[src/rtl/logconv_pkg.sv]
// Shared constants and FSM encoding for the partial-sum accumulator.
//   IN_W_DEF / ACC_W_DEF / LEN_W_DEF : default widths of partial sum, accumulator, beat count
//   state_e                          : accumulator FSM states (IDLE=0, ACCUM=1, HOLD=2)
package logconv_pkg;

    localparam int unsigned IN_W_DEF  = 13;
    localparam int unsigned ACC_W_DEF = 16;
    localparam int unsigned LEN_W_DEF = 4;

    typedef enum logic [1:0] {
        StIdle  = 2'd0,
        StAccum = 2'd1,
        StHold  = 2'd2
    } state_e;

endpackage

[src/rtl/psum_accumulator_sat_add.sv]
// Combinational saturating signed add: sum_o = clip(acc_i + sext(add_i)).
//   acc_i  [ACC_W] : signed accumulator operand
//   add_i  [IN_W]  : signed partial-sum operand, sign-extended before the add
//   sum_o  [ACC_W] : result clipped to [-2^(ACC_W-1), 2^(ACC_W-1)-1]
//   clip_o         : high when the true sum fell outside that range
module sat_add #(
    parameter int unsigned IN_W  = 13,
    parameter int unsigned ACC_W = 16
) (
    input  logic [ACC_W-1:0] acc_i,
    input  logic [IN_W-1:0]  add_i,
    output logic [ACC_W-1:0] sum_o,
    output logic             clip_o
);

    localparam logic [ACC_W-1:0] MaxPos = {1'b0, {(ACC_W-1){1'b1}}};
    localparam logic [ACC_W-1:0] MaxNeg = {1'b1, {(ACC_W-1){1'b0}}};

    // One guard bit is enough: both operands fit in ACC_W signed bits.
    logic [ACC_W:0] wide;

    always_comb begin
        wide   = {acc_i[ACC_W-1], acc_i} + {{(ACC_W+1-IN_W){add_i[IN_W-1]}}, add_i};
        clip_o = wide[ACC_W] ^ wide[ACC_W-1];
        if (clip_o) begin
            // Guard bit holds the true sign of the overflowed sum.
            sum_o = wide[ACC_W] ? MaxNeg : MaxPos;
        end else begin
            sum_o = wide[ACC_W-1:0];
        end
    end

endmodule

[src/rtl/psum_accumulator.sv]
// Accumulates a configurable number of signed partial sums into one saturated result.
//   clk, rst_n             : clock (rising edge), asynchronous active-low reset
//   cfg_len   [LEN_W]      : beats per result, sampled on the first beat; 0 means 2^LEN_W
//   in_valid/in_ready      : input handshake; in_sum [IN_W] is the signed partial sum
//   out_valid/out_ready    : output handshake; out_data [ACC_W] signed result
//   out_sat                : some add of this result was clipped
//   busy                   : FSM not idle
module psum_accumulator
    import logconv_pkg::*;
#(
    parameter int unsigned IN_W  = IN_W_DEF,
    parameter int unsigned ACC_W = ACC_W_DEF,
    parameter int unsigned LEN_W = LEN_W_DEF
) (
    input  logic             clk,
    input  logic             rst_n,
    input  logic [LEN_W-1:0] cfg_len,
    input  logic             in_valid,
    output logic             in_ready,
    input  logic [IN_W-1:0]  in_sum,
    output logic             out_valid,
    input  logic             out_ready,
    output logic [ACC_W-1:0] out_data,
    output logic             out_sat,
    output logic             busy
);

    localparam logic [LEN_W:0] LenOne = (LEN_W+1)'(1);
    localparam logic [LEN_W:0] LenMax = {1'b1, {LEN_W{1'b0}}};

    state_e           state_q, state_d;
    logic [ACC_W-1:0] acc_q, acc_d;
    logic [LEN_W:0]   cnt_q, cnt_d;
    logic [LEN_W-1:0] len_q, len_d;
    logic             sat_q, sat_d;

    logic             in_fire;
    logic [LEN_W:0]   eff_cfg_len, eff_len_q, cnt_inc;
    logic [ACC_W-1:0] add_sum;
    logic             add_clip;

    // A zero length field encodes the largest count, hence the extra bit.
    assign eff_cfg_len = (cfg_len == '0) ? LenMax : {1'b0, cfg_len};
    assign eff_len_q   = (len_q == '0) ? LenMax : {1'b0, len_q};
    assign cnt_inc     = cnt_q + LenOne;
    assign in_fire     = in_valid & in_ready;

    sat_add #(
        .IN_W  (IN_W),
        .ACC_W (ACC_W)
    ) u_sat_add (
        .acc_i  (acc_q),
        .add_i  (in_sum),
        .sum_o  (add_sum),
        .clip_o (add_clip)
    );

    // State register.
    always_ff @(posedge clk or negedge rst_n) begin
        if (!rst_n) begin
            state_q <= StIdle;
        end else begin
            state_q <= state_d;
        end
    end

    // Next-state logic.
    always_comb begin
        state_d = state_q;
        unique case (state_q)
            StIdle: begin
                if (in_fire) begin
                    state_d = (eff_cfg_len == LenOne) ? StHold : StAccum;
                end
            end
            StAccum: begin
                if (in_fire && (cnt_inc == eff_len_q)) begin
                    state_d = StHold;
                end
            end
            StHold: begin
                if (out_ready) begin
                    state_d = StIdle;
                end
            end
            default: state_d = StIdle;
        endcase
    end

    // Outputs depend on state only, so there is no valid->ready combinational path.
    always_comb begin
        in_ready  = (state_q != StHold);
        out_valid = (state_q == StHold);
        busy      = (state_q != StIdle);
        out_data  = acc_q;
        out_sat   = sat_q;
    end

    // Datapath next-state: only an accepted beat touches acc/cnt/len/sat.
    always_comb begin
        acc_d = acc_q;
        cnt_d = cnt_q;
        len_d = len_q;
        sat_d = sat_q;
        if (in_fire) begin
            if (state_q == StIdle) begin
                acc_d = {{(ACC_W-IN_W){in_sum[IN_W-1]}}, in_sum};
                cnt_d = LenOne;
                len_d = cfg_len;
                sat_d = 1'b0;
            end else begin
                acc_d = add_sum;
                cnt_d = cnt_inc;
                sat_d = sat_q | add_clip;
            end
        end
    end

    always_ff @(posedge clk or negedge rst_n) begin
        if (!rst_n) begin
            acc_q <= '0;
            cnt_q <= '0;
            len_q <= '0;
            sat_q <= 1'b0;
        end else begin
            acc_q <= acc_d;
            cnt_q <= cnt_d;
            len_q <= len_d;
            sat_q <= sat_d;
        end
    end

endmodule

[config.mk]
export PLATFORM = sky130hd
export DESIGN_NAME = psum_accumulator
export DESIGN_NICKNAME = d
export VERILOG_FILES = /design/src/rtl/logconv_pkg.sv /design/src/rtl/psum_accumulator_sat_add.sv /design/src/rtl/psum_accumulator.sv
export SDC_FILE = /design/constraint.sdc
export NUM_CORES = 1
export LEC_CHECK = 0
export BUFFER_PORTS_ARGS = -buffer_cell sky130_fd_sc_hd__buf_4
export CAP_MARGIN = 20
export CORE_ASPECT_RATIO = 1.4
export CORE_UTILIZATION = 30
export DETAILED_ROUTE_END_ITERATION = 8
export HOLD_SLACK_MARGIN = 0.1
export MAX_ROUTING_LAYER = met4
export PLACE_DENSITY = 0.58
export SLEW_MARGIN = 20
export SYNTH_ARGS = -nofsm -noshare
export SYNTH_HDL_FRONTEND = slang
export SYNTH_SLANG_ARGS = --single-unit
[constraint.sdc]
create_clock -name clk -period 4.8 [get_ports clk]
set_clock_uncertainty 0.05 [all_clocks]
set_input_delay 0.96 -clock clk [delete_from_list [all_inputs] [get_ports clk]]
set_output_delay 0.96 -clock clk [all_outputs]
set_load 0.1 [all_outputs]
# ---- After elaboration in Yosys (flattened, before gate mapping)
# Cells that the tools add are included.
dict set report op_classes {
  addsub 2
  n_eq_ne 8
  muxes 12
  bitwise 3
  n_reduce_logical 7
}
# op n
set op_table {}
lappend op_table {{$mux 16} 3}
lappend op_table {{$add 16x13->17} 1}
lappend op_table {{$mux 5} 3}
lappend op_table {{$logic_not 4->1} 2}
lappend op_table {{$mux 2} 4}
lappend op_table {{$ne 2x2->1 const B} 3}
lappend op_table {{$pmux 2 s3} 1}
lappend op_table {{$add 5x1->5 const B} 1}
lappend op_table {{$eq 5x1->1 const B} 1}
lappend op_table {{$eq 5x5->1} 1}
lappend op_table {{$reduce_and 3->1} 1}
lappend op_table {{$eq 2x1->1 const B} 1}
lappend op_table {{$eq 2x2->1 const B} 1}
lappend op_table {{$logic_not 2->1} 1}
lappend op_table {{$ne 2x1->1 const B} 1}
lappend op_table {{$reduce_and 2->1} 1}
lappend op_table {{$reduce_bool 2->1} 1}
lappend op_table {{$and 1x1->1} 1}
lappend op_table {{$logic_and 1x1->1} 1}
lappend op_table {{$mux 1} 1}
lappend op_table {{$or 1x1->1} 1}
lappend op_table {{$xor 1x1->1} 1}
dict set report totals {
  reg_bits 28
  input_bits 21
  output_inout_bits 20
  wordCells 37
}

# ---- Depth between registers and ports, before layout
dict set report depth {
  word_depth 6
  depth_mapped 11
  mapped_depth_nobuf 10
}

# ---- Hierarchy
# A second synthesis with hierarchy kept.
dict set report hier_totals {
  hier_cells 268
  hier_area_um2 2512.4
}
# module instances cells_per_inst area_each_um2 seq_area_each_um2
set by_module_without_submodules {}
lappend by_module_without_submodules {psum_accumulator 1 142 1471.4 700.7}
lappend by_module_without_submodules {sat_add 1 126 1041.0 0.0}

# ---- Worst setup path after synthesis
# No wires, ideal clock.
dict set report synth_path {
  path_kind {register to register}
  from {register acc_q[0] (netlist: out_data[0])}
  to {register acc_q[1] (netlist: out_data[1])}
  setup_ps 77
  arrival_ps 3091
  required_time_ps 4673
  setup_slack_ps 1582
  path_stages_with_launch 12
  path_buffers 1
  synth_period_minus_slack_ps 3218
  cell_sequence {dfrtp_1 > ha_1 > inv_1 > fa_1 > nand2b_1 > a21oi_1 > o311ai_1 > o21ba_2 > o31ai_4 > buf_6 > o22ai_1 > o21ai_2}
}
dict set report synth_between {
  elab_chain_cells 4
  elab_cells_between_ends 5
  cone_classes {add/sub (1); mux (3); bitwise (1)}
}
# element line
set synth_lines {}
lappend synth_lines {{start, declared} psum_accumulator.sv:32} ;# logic [ACC_W-1:0] acc_q, acc_d;
lappend synth_lines {{start signal, assigned} psum_accumulator.sv:121} ;# acc_q <= '0;
lappend synth_lines {{start signal, assigned} psum_accumulator.sv:126} ;# acc_q <= acc_d;
lappend synth_lines {{$add 16x13->17 *} psum_accumulator_sat_add.sv:23} ;# wide = {acc_i[ACC_W-1], acc_i} + {{(ACC_W+1-IN_W){add_i[IN_W-1]}}, add_i};
lappend synth_lines {{$mux 16 or $xor 1x1->1 (tied branches)} {psum_accumulator_sat_add.sv:27, psum_accumulator_sat_add.sv:24}}
lappend synth_lines {{$mux 16 *} psum_accumulator_sat_add.sv:25} ;# if (clip_o) begin
lappend synth_lines {{$mux 16 *} psum_accumulator.sv:106} ;# if (state_q == StIdle) begin
# Mark *: on every way between the ends. The rest lies on a longest branch, timed or not.
# A chain may end at the register's enable or synchronous reset.

# ---- Worst setup path in the final report
dict set report layout_path {
  from {input in_sum[0]}
  to {register acc_q[8] (netlist: out_data[8])}
}
dict set report layout_between {
  elab_chain_cells 4
  elab_cells_between_ends 5
  cone_classes {add/sub (1); mux (3); bitwise (1)}
}
# element line
set layout_lines {}
lappend layout_lines {{start, declared} psum_accumulator.sv:20} ;# input logic [IN_W-1:0] in_sum,
lappend layout_lines {{$add 16x13->17 *} psum_accumulator_sat_add.sv:23}
lappend layout_lines {{$mux 16 or $xor 1x1->1 (tied branches)} {psum_accumulator_sat_add.sv:27, psum_accumulator_sat_add.sv:24}}
lappend layout_lines {{$mux 16 *} psum_accumulator_sat_add.sv:25}
lappend layout_lines {{$mux 16 *} psum_accumulator.sv:106}
# Marked as above.

==> out/qor.json <==
{
  "outcome": {
    "outcome": "complete, no violations"
  },
  "die": {
    "fp.dieH_um": 106,
    "dieWidth_um": 76.5,
    "floorplan.rows": 37,
    "design.die.area_sq_um": 8120,
    "floorplan.io_pins": 41,
    "core_region_area_sq_um": 7450,
    "initial_core_util": 0.312
  },
  "finish": {
    "final_layout_size_suffix_gt1_frac": 0.242,
    "nNetsFinal": 329,
    "diodes": 0,
    "register_area_sq_um": 701,
    "area_taken_by_multi_input_logic_gates_sq_um": 1520,
    "area_growth_synth_to_finish_pct": 18.2,
    "fill_cells": 783,
    "final_core_utilization": 0.369
  },
  "synth": {
    "synth_edf_count": 0,
    "synth_cells": 254,
    "netlist_area_sq_um": 2330,
    "ys_top_cells_by_area": "sky130_fd_sc_hd__dfrtp_1 30%, sky130_fd_sc_hd__ha_1 9.1%, sky130_fd_sc_hd__nand2_1 5.5%",
    "synth_commonest_cells": "34 x sky130_fd_sc_hd__nand2_1, 28 x sky130_fd_sc_hd__dfrtp_1, 25 x sky130_fd_sc_hd__nor2_1",
    "synth_area_leader_cell": "sky130_fd_sc_hd__dfrtp_1",
    "fraction_of_registers_with_async_set_or_reset_after_synthesis": 1.00,
    "post_synth.cell_area_avg_sq_um": 9.17,
    "ys_dominant_reg_cell": "sky130_fd_sc_hd__dfrtp_1",
    "yosys.area.top_type_share": 0.301,
    "yosysUniqueCellTypes": 52,
    "yosys.cell_count.top_type": "sky130_fd_sc_hd__nand2_1",
    "synth-seq-cells": 28,
    "share_of_synthesized_area_occupied_by_flip_flops_and_latches": 0.301,
    "synth.net_count": 293,
    "yosysWarnings": 0
  },
  "clock_tree": {
    "clock_latency_late_sink_ps": 280,
    "cts_tree": "yes",
    "ctsResizeCount": 0,
    "clk_root_buffer_cell": "sky130_fd_sc_hd__clkbuf_8",
    "cts_made_buffers": 3,
    "cts.path.max_buffers": 2,
    "cts.reportedPaths.clkPinSlew_ps": 110,
    "cts_setup_buffers": 0,
    "cts.hold.buffers_added": 0,
    "cts_max_level": 1,
    "cts.sink_count": 28
  },
  "sta": {
    "achievable-frequency_mhz": 295,
    "worst_slew_margin_rel": 0.407,
    "worst_slew_pin_slew_ps": 887,
    "final-max-slew-violation-count": 0,
    "final.period_utilization": 0.705,
    "hold_slack_ps": 477,
    "final.min_clock_period_ps": 3390,
    "setup_viol": 0,
    "setup-tns-final_ps": 0,
    "timing.final.hold_violations": 0,
    "grt_setup_unrepaired": "false"
  },
  "placement": {
    "gp_congestion": 0.797,
    "numPortBuffers": 40,
    "detailed_place_hpwl_mm": 4.06
  },
  "grt": {
    "grt_pass1_vias": 2026,
    "antenna_found_initial": 0,
    "grt_first_pass_wirelength_mm": 9.49,
    "grt.total_usage": 0.146,
    "largest_net_degree_at_the_start_of_global_routing": 29,
    "overflow_after_grt": 0
  },
  "drt": {
    "drt_first_iter_violations": 113,
    "via_per_inst": 5.18,
    "detailedRoute.firstPassIterationCount": 4,
    "wirelength_mm": 5.42,
    "ant_nets": 0,
    "routedWlPerCell_um": 14.0,
    "route.vias.total": 1998,
    "drc": 0
  },
  "critical_path": {
    "worst_ep_arrival_time_ps": 3530,
    "timing.critical_path.required_ps": 4940,
    "endpoint_kind": "register",
    "crit_type": "in -> reg",
    "critical_path.max_fanout": 12,
    "cp_slowest_stage_delay_ps": 580,
    "cp-start-kind": "input pin",
    "cp_slowest_cell": "sky130_fd_sc_hd__o31ai_4",
    "crit_family": "compound AO/OA/AOI/OAI gates",
    "worstPathBufferInverterCount": 2,
    "most_frequent_cell_on_critical_path": "sky130_fd_sc_hd__a21oi_1",
    "timing.critical_path.cells": "buf_4 -> ha_1 -> inv_1 -> fa_1 -> nand2b_1 -> a21oi_1 -> o311ai_1 -> o21ba_2 -> o31ai_4 -> a21oi_1 -> o31ai_1"
  },
  "hold_path": {
    "holdCritPathClass": "reg -> reg"
  },
  "flow_run": {
    "max-cap-violations": 0
  }
}
-- logic make-up after synthesis --
| kind of cell | share of synthesized area |
|---|---|
| compound gates | 0.303 |
| xor+xnor | 0.0715 |
| fa+ha+maj | 0.0999 |
| buf+inv | 0.0473 |
| flops | 0.301 |
| mux | 0.0193 |
| simple gates | 0.158 |
-- placed cells by master (no fill, tap or decap), drive strengths merged, types with 2 or more instances in the layout --
cell,netlist,layout
nand3,5,5
a31oi,2,2
inv,11,11
a22o,2,2
a21oi,16,16
o21bai,3,3
xnor2,13,13
nor4,2,2
dfrtp,28,28
xor2,6,6
nand2,34,34
clkbuf,5,3
nor3,2,2
a211oi,4,4
ha,17,17
o211ai,7,7
and3,2,2
o32ai,2,2
o21ai,16,16
a211o,2,2
mux2,4,4
nand2b,6,6
o22ai,6,6
buf,4,40
o31ai,8,8
a21o,6,6
nor2,25,25
-- state kept, by name, summed over array words and instances, names as in the netlist --
name      flops
cnt_q         5
len_q         4
out_data     16
out_sat       1
state_q       2
-- final cells by class --
| type | instances | area share |
|---|---|---|
| clock inverters | 1 | 0.0109 |
| multi-input cells | 206 | 0.551 |
| well taps | 97 | 0.0441 |
| clock buffers | 3 | 0.0150 |
| flip-flops and latches | 28 | 0.255 |
| repair buffers | 40 | 0.109 |
| inverters | 11 | 0.0150 |
-- stage by stage --
step	cells	setup WS [ps]	instance area, sq um
after floorplan	254	1580	2330
after global placement	382	1110	2680
after detailed placement	382	1080	2680
after CTS	386	1360	2750
after global routing	386	1190	2750
final	386	1410	2750
-- per-layer routing --
metal / up-vias / part of all wire / track usage
li1: 991 / - / -
met4: 0 / 0.0065 / 0.0288
met1: 958 / 0.47 / 0.184
met3: 4 / 0.036 / 0.0155
met5: - / 0 / -
met2: 45 / 0.49 / 0.253
-- path summary, 6_finish.rpt --
kind | from | to | slack (ps) | depth (start not counted)
max reg2reg | out_data[0]$_DFFE_PN0P_ | out_data[8]$_DFFE_PN0P_ | 1770 | 10
min | cnt_q[4]$_DFFE_PN0P_ | cnt_q[4]$_DFFE_PN0P_ | 480 | 2
max in group asynchronous | rst_n | len_q[1]$_DFFE_PN0P_ | 3890 | 1
min in group asynchronous | rst_n | out_data[9]$_DFFE_PN0P_ | 530 | 1
min reg2reg | cnt_q[4]$_DFFE_PN0P_ | cnt_q[4]$_DFFE_PN0P_ | 480 | 2
max | in_sum[0] | out_data[8]$_DFFE_PN0P_ | 1410 | 11
-- tightest hold or removal path: stages (launching register included) --
cell,delay [ps]
sky130_fd_sc_hd__dfrtp_1,380
sky130_fd_sc_hd__nand2_1,50
sky130_fd_sc_hd__o21ai_0,70
Power is not shown: default switching activity piles up to over one toggle a cycle in this logic, so the estimate is an artifact.
